File: src/rtl/ncl_pkg.sv
// Shared dual-rail NCL definitions: rail-pair codes and the capture-stage state set.
package ncl_pkg;

    localparam logic [1:0] DR_NULL = 2'b00;
    localparam logic [1:0] DR_0    = 2'b01;
    localparam logic [1:0] DR_1    = 2'b10;
    localparam logic [1:0] DR_ILL  = 2'b11;

    typedef enum logic [1:0] {
        REQ_NULL,
        REQ_DATA,
        HOLD,
        ERR
    } state_t;

endpackage

File: src/rtl/ncl_completion.sv
// Combinational completion detector for a dual-rail vector of PAIRS rail pairs.
module ncl_completion import ncl_pkg::*; #(
    parameter int unsigned PAIRS = 9
) (
    input  logic [2*PAIRS-1:0] dr,
    output logic               is_data,
    output logic               is_null,
    output logic               is_illegal
);

    always_comb begin
        is_data    = 1'b1;
        is_null    = 1'b1;
        is_illegal = 1'b0;
        for (int unsigned i = 0; i < PAIRS; i++) begin
            case (dr[2*i +: 2])
                DR_NULL: is_data = 1'b0;
                DR_0,
                DR_1:    is_null = 1'b0;
                default: begin
                    is_data    = 1'b0;
                    is_null    = 1'b0;
                    is_illegal = 1'b1;
                end
            endcase
        end
    end

endmodule

File: src/rtl/ncl_flag_capture.sv
// Synchronizes a dual-rail ALU result/overflow, sequences NCL ko, and hands each
// complete DATA wavefront to a synchronous consumer with status flags.
module ncl_flag_capture import ncl_pkg::*; #(
    parameter int unsigned WIDTH       = 8,
    parameter int unsigned SYNC_STAGES = 2
) (
    input  logic               clk,
    input  logic               rst,
    input  logic [2*WIDTH-1:0] result_dr,
    input  logic [1:0]         overflow_dr,
    output logic               ko,
    output logic               out_valid,
    input  logic               out_ready,
    output logic [WIDTH-1:0]   out_result,
    output logic               out_overflow,
    output logic               out_zero,
    output logic               out_negative,
    output logic               err_illegal
);

    localparam int unsigned PAIRS = WIDTH + 1;
    localparam int unsigned DRW   = 2 * PAIRS;

    logic [DRW-1:0]       sync_q [SYNC_STAGES];
    logic [DRW-1:0]       s;
    logic [DRW-1:0]       s_prev;
    logic [SYNC_STAGES:0] primed;
    logic                 stable;
    logic                 is_data;
    logic                 is_null;
    logic                 is_illegal;
    logic [WIDTH-1:0]     s_true;
    logic                 capture;
    state_t               state;
    state_t               state_next;

    always_ff @(posedge clk or posedge rst) begin
        if (rst) begin
            for (int unsigned i = 0; i < SYNC_STAGES; i++) begin
                sync_q[i] <= '0;
            end
            s_prev <= '0;
            primed <= '0;
        end else begin
            sync_q[0] <= {overflow_dr, result_dr};
            for (int unsigned i = 1; i < SYNC_STAGES; i++) begin
                sync_q[i] <= sync_q[i-1];
            end
            s_prev <= s;
            primed <= {primed[SYNC_STAGES-1:0], 1'b1};
        end
    end

    assign s = sync_q[SYNC_STAGES-1];

    // Reset-filled synchronizer contents are not real samples: stability is only
    // trusted once both s and s_prev hold values clocked in from the inputs.
    assign stable = (s == s_prev) && primed[SYNC_STAGES];

    ncl_completion #(
        .PAIRS (PAIRS)
    ) u_completion (
        .dr         (s),
        .is_data    (is_data),
        .is_null    (is_null),
        .is_illegal (is_illegal)
    );

    always_comb begin
        s_true = '0;
        for (int unsigned i = 0; i < WIDTH; i++) begin
            s_true[i] = s[2*i+1];
        end
    end

    always_comb begin
        state_next = state;
        capture    = 1'b0;
        ko         = 1'b0;
        out_valid  = 1'b0;
        case (state)
            REQ_NULL: begin
                if (is_null && stable) state_next = REQ_DATA;
            end
            REQ_DATA: begin
                ko = 1'b1;
                if (is_data && stable) begin
                    state_next = HOLD;
                    capture    = 1'b1;
                end
            end
            HOLD: begin
                ko        = 1'b1;
                out_valid = 1'b1;
                if (out_ready) state_next = REQ_NULL;
            end
            ERR:     state_next = ERR;
            default: state_next = REQ_NULL;
        endcase
        if (is_illegal) begin
            state_next = ERR;
            capture    = 1'b0;
        end
    end

    always_ff @(posedge clk or posedge rst) begin
        if (rst) begin
            state       <= REQ_NULL;
            err_illegal <= 1'b0;
        end else begin
            state <= state_next;
            if (state_next == ERR) err_illegal <= 1'b1;
        end
    end

    always_ff @(posedge clk or posedge rst) begin
        if (rst) begin
            out_result   <= '0;
            out_overflow <= 1'b0;
            out_zero     <= 1'b0;
            out_negative <= 1'b0;
        end else if (capture) begin
            out_result   <= s_true;
            out_overflow <= s[2*WIDTH+1];
            out_zero     <= (s_true == '0);
            out_negative <= s_true[WIDTH-1];
        end
    end

endmodule

File: config.mk
export PLATFORM = sky130hd
export DESIGN_NAME = ncl_flag_capture
export DESIGN_NICKNAME = d
export VERILOG_FILES = /design/src/rtl/ncl_pkg.sv /design/src/rtl/ncl_completion.sv /design/src/rtl/ncl_flag_capture.sv
export SDC_FILE = /design/constraint.sdc
export NUM_CORES = 1
export LEC_CHECK = 0
export ABC_CLOCK_PERIOD_IN_PS = 2400
export BUFFER_PORTS_ARGS = -buffer_cell sky130_fd_sc_hd__buf_2
export CORE_ASPECT_RATIO = 0.8
export CORE_UTILIZATION = 56
export DETAILED_ROUTE_END_ITERATION = 6
export PLACE_DENSITY = 0.83
export SLEW_MARGIN = 20
export SYNTH_ARGS = -nofsm -noshare
export SYNTH_HDL_FRONTEND = slang
export SYNTH_HIERARCHICAL = 1
export SYNTH_SLANG_ARGS = --single-unit
File: constraint.sdc
create_clock -name clk -period 2.4 [get_ports clk]
set_input_delay 0.12 -clock clk [delete_from_list [all_inputs] [get_ports clk]]
set_output_delay 0.12 -clock clk [all_outputs]
set_load 0.05 [all_outputs]
==> metrics.md <==
| Metric | Value |
|---|---|
| Dpl hpwl | `~3.2 mm` |
| Pre-Repair DR Iteration Count | `4` |
| Initial antenna violation count | `0` |
| Final setup margin | `0.196 ns` |
| Syn Inst Count | `roughly 190` |
| Setup TNS | `0 ns` |
| GRT Total Usage | `between 20% and 30%` |
| Final non-filler cell total | `325` |
| Tcrit/Tclk final | `91.8%` |
| Wire per inst | `around 15 µm` |
| RSZ-0062 raised after global routing | `no` |
| Total of max-cap violations | `0` |
| Final setup fails | `0` |
| Die W | `between 80 and 90 µm` |
| Die Area | `5200 µm²` |
| DRT antenna net count | `0` |
| Post-CTS Setup Inserts | `0` |
| Total wire length | `approximately 4.9 mm` |
| Post-synthesis net count | `235` |
| Starting Density | `between 50% and 60%` |
| Critical Path AT | `2.44 ns` |
| Final hold vios | `0` |
| Cell total after placement | `290` |
| Vias in the first global route | `about 1700` |
| Final slew viol count | `0` |
| Die Y | `64.7 µm` |
| Routed vias/inst | `about 5.0` |
| FFs w/ async S/R, synth | `100%` |
| Clk Latency, worst-skew pair | `0.35 ns` |
| Crit start category | `flip-flop` |
| Top post-synthesis cells by count | `70 x dfrtp_1, 28 x inv_1, 22 x ha_1` |
| Total power draw | `roughly 0.0025 W` |
| Diode count | `0` |
| Status | `finished, final reports clean` |
| DR iter-0 viols | `just under 60` |
| Crit path time final | `around 2.2 ns` |
| Root buffer cell | `clkbuf_8` |
| I/O pin total | `35` |
| Synth Area per Inst | `approximately 14 µm²` |
| Worst Setup End Kind | `flip-flop` |
| H-tree depth | `3` |
| Yosys cell types | `32` |
| Clock tree buffer depth | `2` |
| Post-route cell area | `3470 µm²` |
| Core area | `between 4000 and 5000 µm²` |
| Pre-CTS setup slack | `0.127 ns` |
| Fin nets | `between 300 and 400` |
| Power per Cell Area | `between 700 and 800 nW/µm²` |
| Relative slew slack | `between 50 and 60%` |
| Most numerous cell in the Yosys netlist | `dfrtp_1` |
| Largest net degree at the start of global routing | `40` |
| EDFF count, synth | `0` |
| Seq/Total Area, Yosys | `about 64%` |
| Worst hold path class | `flip-flop to flip-flop` |
| Clock transition at path regs | `about 0.07 ns` |
| VDD IR-drop max | `~0.55 mV` |
| Maximum fanout along the worst path | `10` |
| Worst Clk Skew | `approximately 0.0087 ns` |
| First-pass GRT wire length | `slightly above 8 mm` |
| Slew @ Worst Pin | `between 0.6 and 0.7 ns` |
| Max Clk Rate | `around 450 MHz` |
| Area after DPL | `3040 µm²` |
| Share of cells above drive strength 1 | `26.4%` |
| Area delta synth->final | `26.2%` |
| FF+latch count, synth | `70` |
| Critical path class | `flip-flop to flip-flop` |
| Worst endpoint required time | `2.63 ns` |
| CTS tree | `done` |
| Congestion Overflow GR | `0` |
| TritonCTS Sinks | `70` |
| Area share of the largest cell type after synthesis | `63.7%` |
| Port bufs | `34` |
| Largest area contributor in the netlist | `dfrtp_1` |
| Core Rows | `22` |
| Synth Cell Area | `between 2000 and 3000 µm²` |
| Via Count | `1627` |
| CTS Buf Count | `9` |
| Standby leakage power | `approximately 1.7 nW` |
| Global placer's final weighted congestion | `0.834` |
| DRC | `0` |
| Top_reg_cell synth | `dfrtp_1` |
| Warnings, synthesis | `6` |
| Largest cells by area after synthesis | `dfrtp_1 64%, ha_1 10%, mux2_4 4.9%` |
==> area by class of cell <==
class / instances / area, µm²
Multi-Input combinational cell: 93 / 892
Timing Repair Buffer: 58 / 410
Sequential cell: 70 / 1750
Inverter: 28 / 105
Clock buffer: 11 / 131
Tap cell: 60 / 75.1
Fill cell: 295 / 1180
Clock inverter: 5 / 108
==> cell usage in the layout, fill, tap and decap left out, drive strengths merged, types with 3 or more instances in the layout <==
cell type,Yosys,final
buf,1,39
bufinv,0,3
clkbuf,0,11
dfrtp,70,70
dlygate4sd3,0,19
ha,22,22
inv,28,28
mux2,9,9
nand2,5,5
nand2b,5,5
nand3,5,5
nand4,5,5
nor2,4,4
nor3,4,4
nor4,6,6
xnor2,11,11
==> per-stage QoR <==
step	hold slack, ns	utilization (%)
global placement	0.228	65.3
CTS	0.349	74.6
global route	0.361	74.7
detailed placement	0.229	65.3
finish	0.349	74.7
floorplan	0.151	-
==> layer usage <==
metal / track usage, % / wire length, µm
met4: 7.81 / 97
met1: 30.8 / 2290
met5: 0 / 0
met3: 9.58 / 234
met2: 31.8 / 2230
==> final timing paths <==
kind,depth (start not counted),end,slack [ns],startpoint
worst min register to register,0,s[14]$_DFF_PP0_,0.35,sync_q[32]$_DFF_PP0_
worst max register to register,7,out_result[6]$_DFFE_PP0P_,0.20,s[15]$_DFF_PP0_
max in group asynchronous,4,state[0]$_DFF_PP0_,1.36,rst
worst max-delay path,7,out_result[6]$_DFFE_PP0P_,0.20,s[15]$_DFF_PP0_
worst min-delay path,0,s[14]$_DFF_PP0_,0.35,sync_q[32]$_DFF_PP0_
min in group asynchronous,3,out_result[4]$_DFFE_PP0P_,0.41,rst
==> what timing repair did <==
item | in CTS | in global routing
hold endpoints to repair | 49 | 0
gates resized for setup | 0 | 1
hold buffers | 19 | 0
endpoints found under the setup margin | 0 | 6
==> cells by family (layout without fill, tap and decap cells) <==
kind of cell             count (synthesis)  count (layout)  synth area share [%]
flip-flops                              70              70                  63.7
AND/OR/NAND/NOR                         36              36                  9.28
buffers and inverters                   29             102                  4.09
adder cells (fa/ha/maj)                 22              22                  10.0
AO/OA/AOI/OAI                           12              12                  3.73
XOR/XNOR                                12              12                  3.82
multiplexers                            10              10                  5.28
other                                    1               1                 0.136
==> report_power, final <==
group | switching [W] | leakage [nW] | total, W | internal [W]
Sequential | 0.0000368 | 0.830 | 0.00126 | 0.00123
Combinational | 0.0000764 | 0.793 | 0.000151 | 0.0000748
Clock | 0.000425 | 0.118 | 0.00112 | 0.000694
==> registers in the layout, summed over array words and instances, names as in the netlist <==
signal        cells
s                18
out_result        8
state             2
sync_q           18
err_illegal       1
out_overflow      1
s_prev           18
out_zero          1
primed            3
==> critical path, cell delays in order (launching register included) <==
cell and delay, ns:
dfrtp_1 0.44, buf_4 0.18, xnor2_1 0.14, nand4_1 0.24
nor4_4 0.31, nand4_4 0.16, nor2_8 0.28, mux2_4 0.33
No activity file was read; power rests on OpenSTA's default activity.
